`src/rtl/wb_arbiter2.sv`:
```
// Two-master Wishbone arbiter: whole-cycle round-robin grant, response routed to the
// granted master, with a stall timeout that aborts a hung strobe and latches its address.
module wb_arbiter2 #(
  parameter int DATA_WIDTH = 16,
  parameter int ADDR_WIDTH = 32,
  parameter int SEL_WIDTH  = 2,
  parameter int TIMEOUT    = 255
) (
  input  logic                  clk_i,
  input  logic                  rst_i,
  input  logic                  m0_cyc_i,
  input  logic                  m0_stb_i,
  input  logic                  m0_we_i,
  input  logic [ADDR_WIDTH-1:0] m0_adr_i,
  input  logic [DATA_WIDTH-1:0] m0_dat_i,
  input  logic [SEL_WIDTH-1:0]  m0_sel_i,
  output logic [DATA_WIDTH-1:0] m0_dat_o,
  output logic                  m0_ack_o,
  output logic                  m0_err_o,
  input  logic                  m1_cyc_i,
  input  logic                  m1_stb_i,
  input  logic                  m1_we_i,
  input  logic [ADDR_WIDTH-1:0] m1_adr_i,
  input  logic [DATA_WIDTH-1:0] m1_dat_i,
  input  logic [SEL_WIDTH-1:0]  m1_sel_i,
  output logic [DATA_WIDTH-1:0] m1_dat_o,
  output logic                  m1_ack_o,
  output logic                  m1_err_o,
  output logic                  s_cyc_o,
  output logic                  s_stb_o,
  output logic                  s_we_o,
  output logic [ADDR_WIDTH-1:0] s_adr_o,
  output logic [DATA_WIDTH-1:0] s_dat_o,
  output logic [SEL_WIDTH-1:0]  s_sel_o,
  input  logic [DATA_WIDTH-1:0] s_dat_i,
  input  logic                  s_ack_i,
  output logic [1:0]            grant_o,
  output logic                  timeout_o,
  output logic [ADDR_WIDTH-1:0] fault_adr_o
);

  typedef enum logic [1:0] {IDLE, GNT0, GNT1} state_t;

  localparam logic [15:0] TO_CNT = 16'(TIMEOUT);

  state_t                r_state, w_next;
  logic                  r_last;
  logic [15:0]           r_cnt;
  logic [ADDR_WIDTH-1:0] r_fault_adr;

  logic                  w_g0, w_g1;
  logic                  w_cyc, w_stb, w_stall, w_abort;
  logic [ADDR_WIDTH-1:0] w_adr;

  always_ff @(posedge clk_i or posedge rst_i) begin
    if (rst_i) begin
      r_state <= IDLE;
      r_last  <= 1'b1;
    end else begin
      r_state <= w_next;
      if (w_next == GNT0) r_last <= 1'b0;
      else if (w_next == GNT1) r_last <= 1'b1;
    end
  end

  // On a tie out of IDLE the master that did not own the bus last wins.
  always_comb begin
    w_next = r_state;
    case (r_state)
      IDLE: begin
        if (m0_cyc_i && m1_cyc_i) w_next = r_last ? GNT0 : GNT1;
        else if (m0_cyc_i)        w_next = GNT0;
        else if (m1_cyc_i)        w_next = GNT1;
      end
      GNT0:    if (!m0_cyc_i) w_next = m1_cyc_i ? GNT1 : IDLE;
      GNT1:    if (!m1_cyc_i) w_next = m0_cyc_i ? GNT0 : IDLE;
      default: w_next = IDLE;
    endcase
  end

  assign w_g0 = (r_state == GNT0);
  assign w_g1 = (r_state == GNT1);

  always_comb begin
    w_cyc   = 1'b0;
    w_stb   = 1'b0;
    s_we_o  = 1'b0;
    w_adr   = '0;
    s_dat_o = '0;
    s_sel_o = '0;
    if (w_g0) begin
      w_cyc   = m0_cyc_i;
      w_stb   = m0_stb_i;
      s_we_o  = m0_we_i;
      w_adr   = m0_adr_i;
      s_dat_o = m0_dat_i;
      s_sel_o = m0_sel_i;
    end else if (w_g1) begin
      w_cyc   = m1_cyc_i;
      w_stb   = m1_stb_i;
      s_we_o  = m1_we_i;
      w_adr   = m1_adr_i;
      s_dat_o = m1_dat_i;
      s_sel_o = m1_sel_i;
    end
  end

  // An ack in the boundary cycle removes the stall, so it always beats the abort.
  assign w_stall = w_stb & ~s_ack_i;
  assign w_abort = (TIMEOUT != 0) && w_stall && (r_cnt == TO_CNT);

  assign s_cyc_o   = w_cyc & ~w_abort;
  assign s_stb_o   = w_stb & ~w_abort;
  assign s_adr_o   = w_adr;
  assign m0_dat_o  = s_dat_i;
  assign m1_dat_o  = s_dat_i;
  assign m0_ack_o  = s_ack_i & w_g0;
  assign m1_ack_o  = s_ack_i & w_g1;
  assign m0_err_o  = w_abort & w_g0;
  assign m1_err_o  = w_abort & w_g1;
  assign timeout_o = w_abort;
  assign grant_o   = {w_g1, w_g0};
  assign fault_adr_o = r_fault_adr;

  always_ff @(posedge clk_i or posedge rst_i) begin
    if (rst_i) begin
      r_cnt       <= '0;
      r_fault_adr <= '0;
    end else begin
      if (!w_stall || w_abort || (w_next != r_state)) r_cnt <= '0;
      else                                            r_cnt <= r_cnt + 16'd1;
      if (w_abort) r_fault_adr <= w_adr;
    end
  end

endmodule

```
`config.mk`:
```
export PLATFORM = sky130hd
export DESIGN_NAME = wb_arbiter2
export DESIGN_NICKNAME = d
export VERILOG_FILES = /design/src/rtl/wb_arbiter2.sv
export SDC_FILE = /design/constraint.sdc
export NUM_CORES = 1
export LEC_CHECK = 0
export BUFFER_PORTS_ARGS = -buffer_cell sky130_fd_sc_hd__buf_2
export CAP_MARGIN = 20
export CORE_ASPECT_RATIO = 0.5
export CORE_UTILIZATION = 43
export DETAILED_ROUTE_END_ITERATION = 16
export PLACE_DENSITY = 0.87
export SKIP_CTS_REPAIR_TIMING = 1
export SYNTH_ARGS = -nofsm -noshare
export SYNTH_HDL_FRONTEND = slang
export SYNTH_SLANG_ARGS = --single-unit
```
`constraint.sdc`:
```
create_clock -name clk_i -period 4.1 [get_ports clk_i]
set_clock_uncertainty 0.05 [all_clocks]
set_input_delay 0.205 -clock clk_i [delete_from_list [all_inputs] [get_ports clk_i]]
set_output_delay 0.205 -clock clk_i [all_outputs]
set_load 0.01 [all_outputs]
```
Word level (Yosys, flattened, before mapping)
Index checks and enable logic that the tools add are counted.
{"block": "totals", "register_bits": 51, "in_bits": 125, "output_inout_bits": 124, "elab_cells": 51}
{"block": "op_classes", "n_addsub": 1, "n_eq_ne": 6, "muxes": 24, "bitwise_logic": 9, "n_reduce_logical": 7}
{"operator": "2-to-1 mux 32 bit", "n": 2}
{"operator": "2-to-1 mux 16 bit", "n": 3}
{"operator": "2-to-1 mux 2 bit", "n": 9}
{"operator": "adder 16 x 1 -> 16 bit (second input constant)", "n": 1}
{"operator": "equality test 16 x 8 -> 1 bit (second input constant)", "n": 1}
{"operator": "2-to-1 mux 1 bit", "n": 9}
{"operator": "bitwise AND 1 bit", "n": 7}
{"operator": "one-hot mux 2 bit (3 select lines)", "n": 1}
{"operator": "equality test 2 x 1 -> 1 bit (second input constant)", "n": 2}
{"operator": "equality test 2 bit (second input constant)", "n": 2}
{"operator": "logical AND 1 bit", "n": 2}
{"operator": "logical NOT 2 bit", "n": 1}
{"operator": "logical OR 1 bit", "n": 2}
{"operator": "!= test 2 bit", "n": 1}
{"operator": "NOT 1 bit", "n": 2}
{"operator": "nonzero test 2 bit", "n": 1}
{"operator": "logical NOT 1 bit", "n": 1}

Logic depth before layout (Yosys ltp)
{"block": "logic_depth", "depth_word": 8, "mapped_depth": 6, "depth_no_buf": 5}

Least setup slack after synthesis
Ideal clock, no wire load.
{"block": "synth_path", "path_type": "register -> register", "startpoint": "reg r_cnt[0]", "endpoint": "reg r_fault_adr[0] (netlist: fault_adr_o[0])", "arrival_time_ns": 1.890, "path_slack_ns": 2.035, "path_stages_with_launch": 6, "path_buffers": 1, "synth_period_minus_slack_ns": 2.065, "path_cell_list": "dfrtp_1 -> ha_1 -> nand4_4 -> nor4_4 -> buf_6 -> mux2_4"}
{"block": "synth_via", "elab_chain_len": 2}
{"item": "from (decl)", "line_no": "48", "rtl": "logic [15:0] r_cnt;"}
{"item": "from (signal assigned)", "line_no": "131", "rtl": "else r_cnt <= r_cnt + 16'd1;"}
{"item": "equality test 16 x 8 -> 1 bit", "line_no": "110", "rtl": "assign w_abort = (TIMEOUT != 0) && w_stall && (r_cnt == TO_CNT);"}
{"item": "logical AND 1 bit", "line_no": "110"}
{"item": "to (signal assigned)", "line_no": "132", "rtl": "if (w_abort) r_fault_adr <= w_adr;"}
{"item": "to (decl)", "line_no": "49", "rtl": "logic [ADDR_WIDTH-1:0] r_fault_adr;"}
No other way between the ends.
A chain may end at the register's enable or synchronous reset.

Final worst setup path
{"block": "layout_path", "startpoint": "reg r_cnt[0]", "endpoint": "out m1_err_o"}
{"block": "layout_via", "elab_chain_len": 3}
{"item": "equality test 16 x 8 -> 1 bit", "line_no": "110"}
{"item": "logical AND 1 bit", "line_no": "110"}
{"item": "bitwise AND 1 bit", "line_no": "120", "rtl": "assign m1_err_o = w_abort & w_g1;"}
{"item": "to (decl)", "line_no": "28", "rtl": "output logic m1_err_o,"}
No other way between the ends.

==> impl_results.md <==
* Cells on Worst Hold Path at 2
* Post-synthesis average cell area at 11.2 um2
* Reg2Reg Depth at 5
* R2R Path End: fault_adr_o[16]$_DFFE_PP0N_
* GR Util All Layers at 21.9%
* Largest cells by area after synthesis: dfrtp_1 41%, a22o_1 15%, mux2_4 9.7%
* Syn Nets at 403
* WHS Endpoint: r_state[0]$_DFF_PP0_
* Syn Inst Count at 276
* Switching Share at 32.3%
* Flop pwr share at 35.8%
* Vert. Die Dim at 61.9 um
* FMAX at 0.376 GHz
* Slew HR at 33.4%
* Crit path capture type: output port
* Async S/R FF share, synth at 100%
* Startpoint types: flip-flop
* Via/cell ratio at 5.31
* Critical path class: flip-flop to output port
* Post-synth EDFFs at 0
* Later-pin clock latency in the skew report at 0.29 ns
* Clk slew on worst S/H paths at 0.07 ns
* Root Buffer: clkbuf_16
* Worst Max-Slew Pin Slew at 0.992 ns
* Critical path arrival at 2.41 ns
* Grt ovf at 0
* Gpl congestion at 0.833
* CTS tree: built
* Die area at 7540 um2
* Initial antenna violation count at 0
* Pins Over Slew Limit at 0
* CP Launch Point: r_cnt[0]$_DFF_PP0_
* Utilization after layout at 60.3%
* DRT iter0 DRCs at 210
* Wirelength per Cell at 16.4 um
* Reg area at 1280 um2
* CTS Buf Count at 5
* Diode count at 0
* Switching power at 0.477 mW
* WP data required at 3.85 ns
* Ys Warns at 0
* Fin. Hold Viols at 0
* Dpl cells at 521
* Top_reg_cell synth: dfrtp_1
* Post-Route WL at 8.69 mm
* Via count of the first global-routing pass at 2,511
* Pin count of the biggest net entering global routing at 57
* Final setup TNS at 0 ns
* Cell area power density at 359 nW/um2
* Io pins at 249
* Post-synthesis cell area at 3090 um2
* Combinational share of power at 34.4%
* Yosys reg bits at 51
* Nets@finish at 565
* DRC at 0
* Footprint of the multi-input gates at 1460 um2
* VDD IR max at 0.182 mV
* # port buffers at 200
* Final Cycle Share at 64.9%
* Outcome: complete, no violations
* Clock power frac at 29.8%
* RSZ-0062 raised after global routing: no
* Filler instances at 558
* Reg2reg start: r_cnt[0]$_DFF_PP0_
* First-pass GRT wire length at 12.6 mm
* Final setup vio count at 0
* Max Cap Viol at 0
* Rows at 21
* Drt pass-1 iters at 4
* Hold_sp: m0_cyc_i
* Core box area at 6810 um2
* CP Max Fanout at 14
* Starting Density at 45.3%
* Bufs on Longest Clock Path at 2
* Synth top area share at 40.6%
* Fin cells at 531
* R2R Setup Slk at 1.49 ns
* Int Pwr at 0.998 mW
* Die W at 122 um
* Power Total at 1.48 mW
* Via count at 2,821
* Minimum clock period at 2.66 ns
* Post-route ant nets at 0
* HPWL after DPL at 6.41 mm
* Post-synthesis sequential area ratio at 41.4%
* Tightest Hold Check Type: primary input to flip-flop
* H-tree depth at 2
* Num Clock Sinks at 51
* Cell taking the most area after synthesis: dfrtp_1
* Proportion of layout cells with a drive suffix above 1 at 56.5%
* Area Growth Syn to Fin at 33.0%
* Synth unique cells at 38
* Leakage at 2.28 nW
==> synthesized netlist by cell type, types with 3 or more instances <==
library cell and number:
nand4_1 3, xor2_1 5, nand3_1 6, buf_6 3, inv_1 6, mux2_1 5, clkbuf_1 3, dfrtp_1 50
buf_1 9, mux2_2 7, and2_1 4, nand2_1 8, buf_4 34, mux2_4 20, a21oi_1 3, nor4_1 5
nor3_1 18, a22o_1 52, nor2_1 4, xnor2_1 8
==> worst max-delay path, cell delays in order, from the launching register on <==
cell	delay, ns
dfrtp_1	0.43
ha_1	0.33
nand4_4	0.16
nor4_4	0.84
and2_1	0.22
buf_2	0.13
==> worst max-delay path by stage <==
stage                                             end  slack (ns)  cells past startpoint
after global placement    fault_adr_o[21]$_DFFE_PP0N_        1.62                      5
after global routing                         m1_err_o        1.26                      5
final                                        m1_err_o        1.44                      5
after CTS                                    m1_err_o        1.43                      5
after detailed placement  fault_adr_o[16]$_DFFE_PP0N_        1.52                      5
after floorplan            fault_adr_o[0]$_DFFE_PP0N_        2.03                      5
==> power groups by stage <==
stage                     Sequential [mW]  Clock [mW]  Combinational (mW)
final                               0.529       0.439               0.508
after global routing                0.530       0.473               0.552
after CTS                           0.529       0.448               0.504
after detailed placement            0.538           0               0.502
after global placement              0.537           0               0.494
after floorplan                     0.533           0               0.334
==> registers in the layout, summed over array words and instances, names as in the netlist <==
name	count
r_cnt	16
r_last	1
r_state	2
fault_adr_o	32
==> per-layer routing <==
layer | global-route usage (%) | wire, um
met4 | 10.1 | 203
met3 | 3.65 | 372
met5 | 0 | 0
met2 | 37.0 | 4430
met1 | 28.6 | 3690
==> metrics by stage <==
stage | hold WS, ns | worst slack, ns | area, um2
after floorplan | 0.312 | 2.03 | 3090
after global placement | 0.360 | 1.62 | 3910
after detailed placement | 0.360 | 1.52 | 3920
after CTS | 0.145 | 1.43 | 4080
after global routing | 0.160 | 1.26 | 4110
final | 0.158 | 1.44 | 4110
==> layout make-up <==
cell class	instances	area share, %
clock buffers	7	3.72
clock inverters	1	0.183
inverters	6	0.549
multi-input cells	168	35.5
flip-flops and latches	51	31.1
well taps	92	2.80
repair buffers	206	26.2
==> cells by family after synthesis <==
logic type	after synthesis	synth area share [%]
AND/OR/NAND/NOR	58	11.0
AO/OA/AOI/OAI	62	16.7
multiplexers	33	14.4
adder cells (fa/ha/maj)	2	0.811
XOR/XNOR	13	3.69
flip-flops	51	41.4
buffers and inverters	57	11.9
==> cells in the final DEF, fill, tap and decap left out, types with 2 or more instances in the layout <==
cell type	Yosys	routed
mux2_1	5	5
nor4_1	5	5
buf_12	0	2
a22o_1	52	52
clkbuf_8	0	2
o21ai_0	2	2
nor3_1	18	18
nor2b_4	0	2
ha_1	2	2
buf_2	2	200
mux2_4	20	20
clkbuf_16	0	5
nor2_1	4	4
xnor2_1	8	8
nand2_1	8	8
a21oi_1	3	3
or3_1	2	2
nand3_1	6	6
xor2_1	5	5
nand4_1	3	3
and2_1	4	4
inv_1	6	5
buf_4	34	3
dfrtp_1	50	50
mux2_2	7	7
Power figures use the tool's default switching activity.
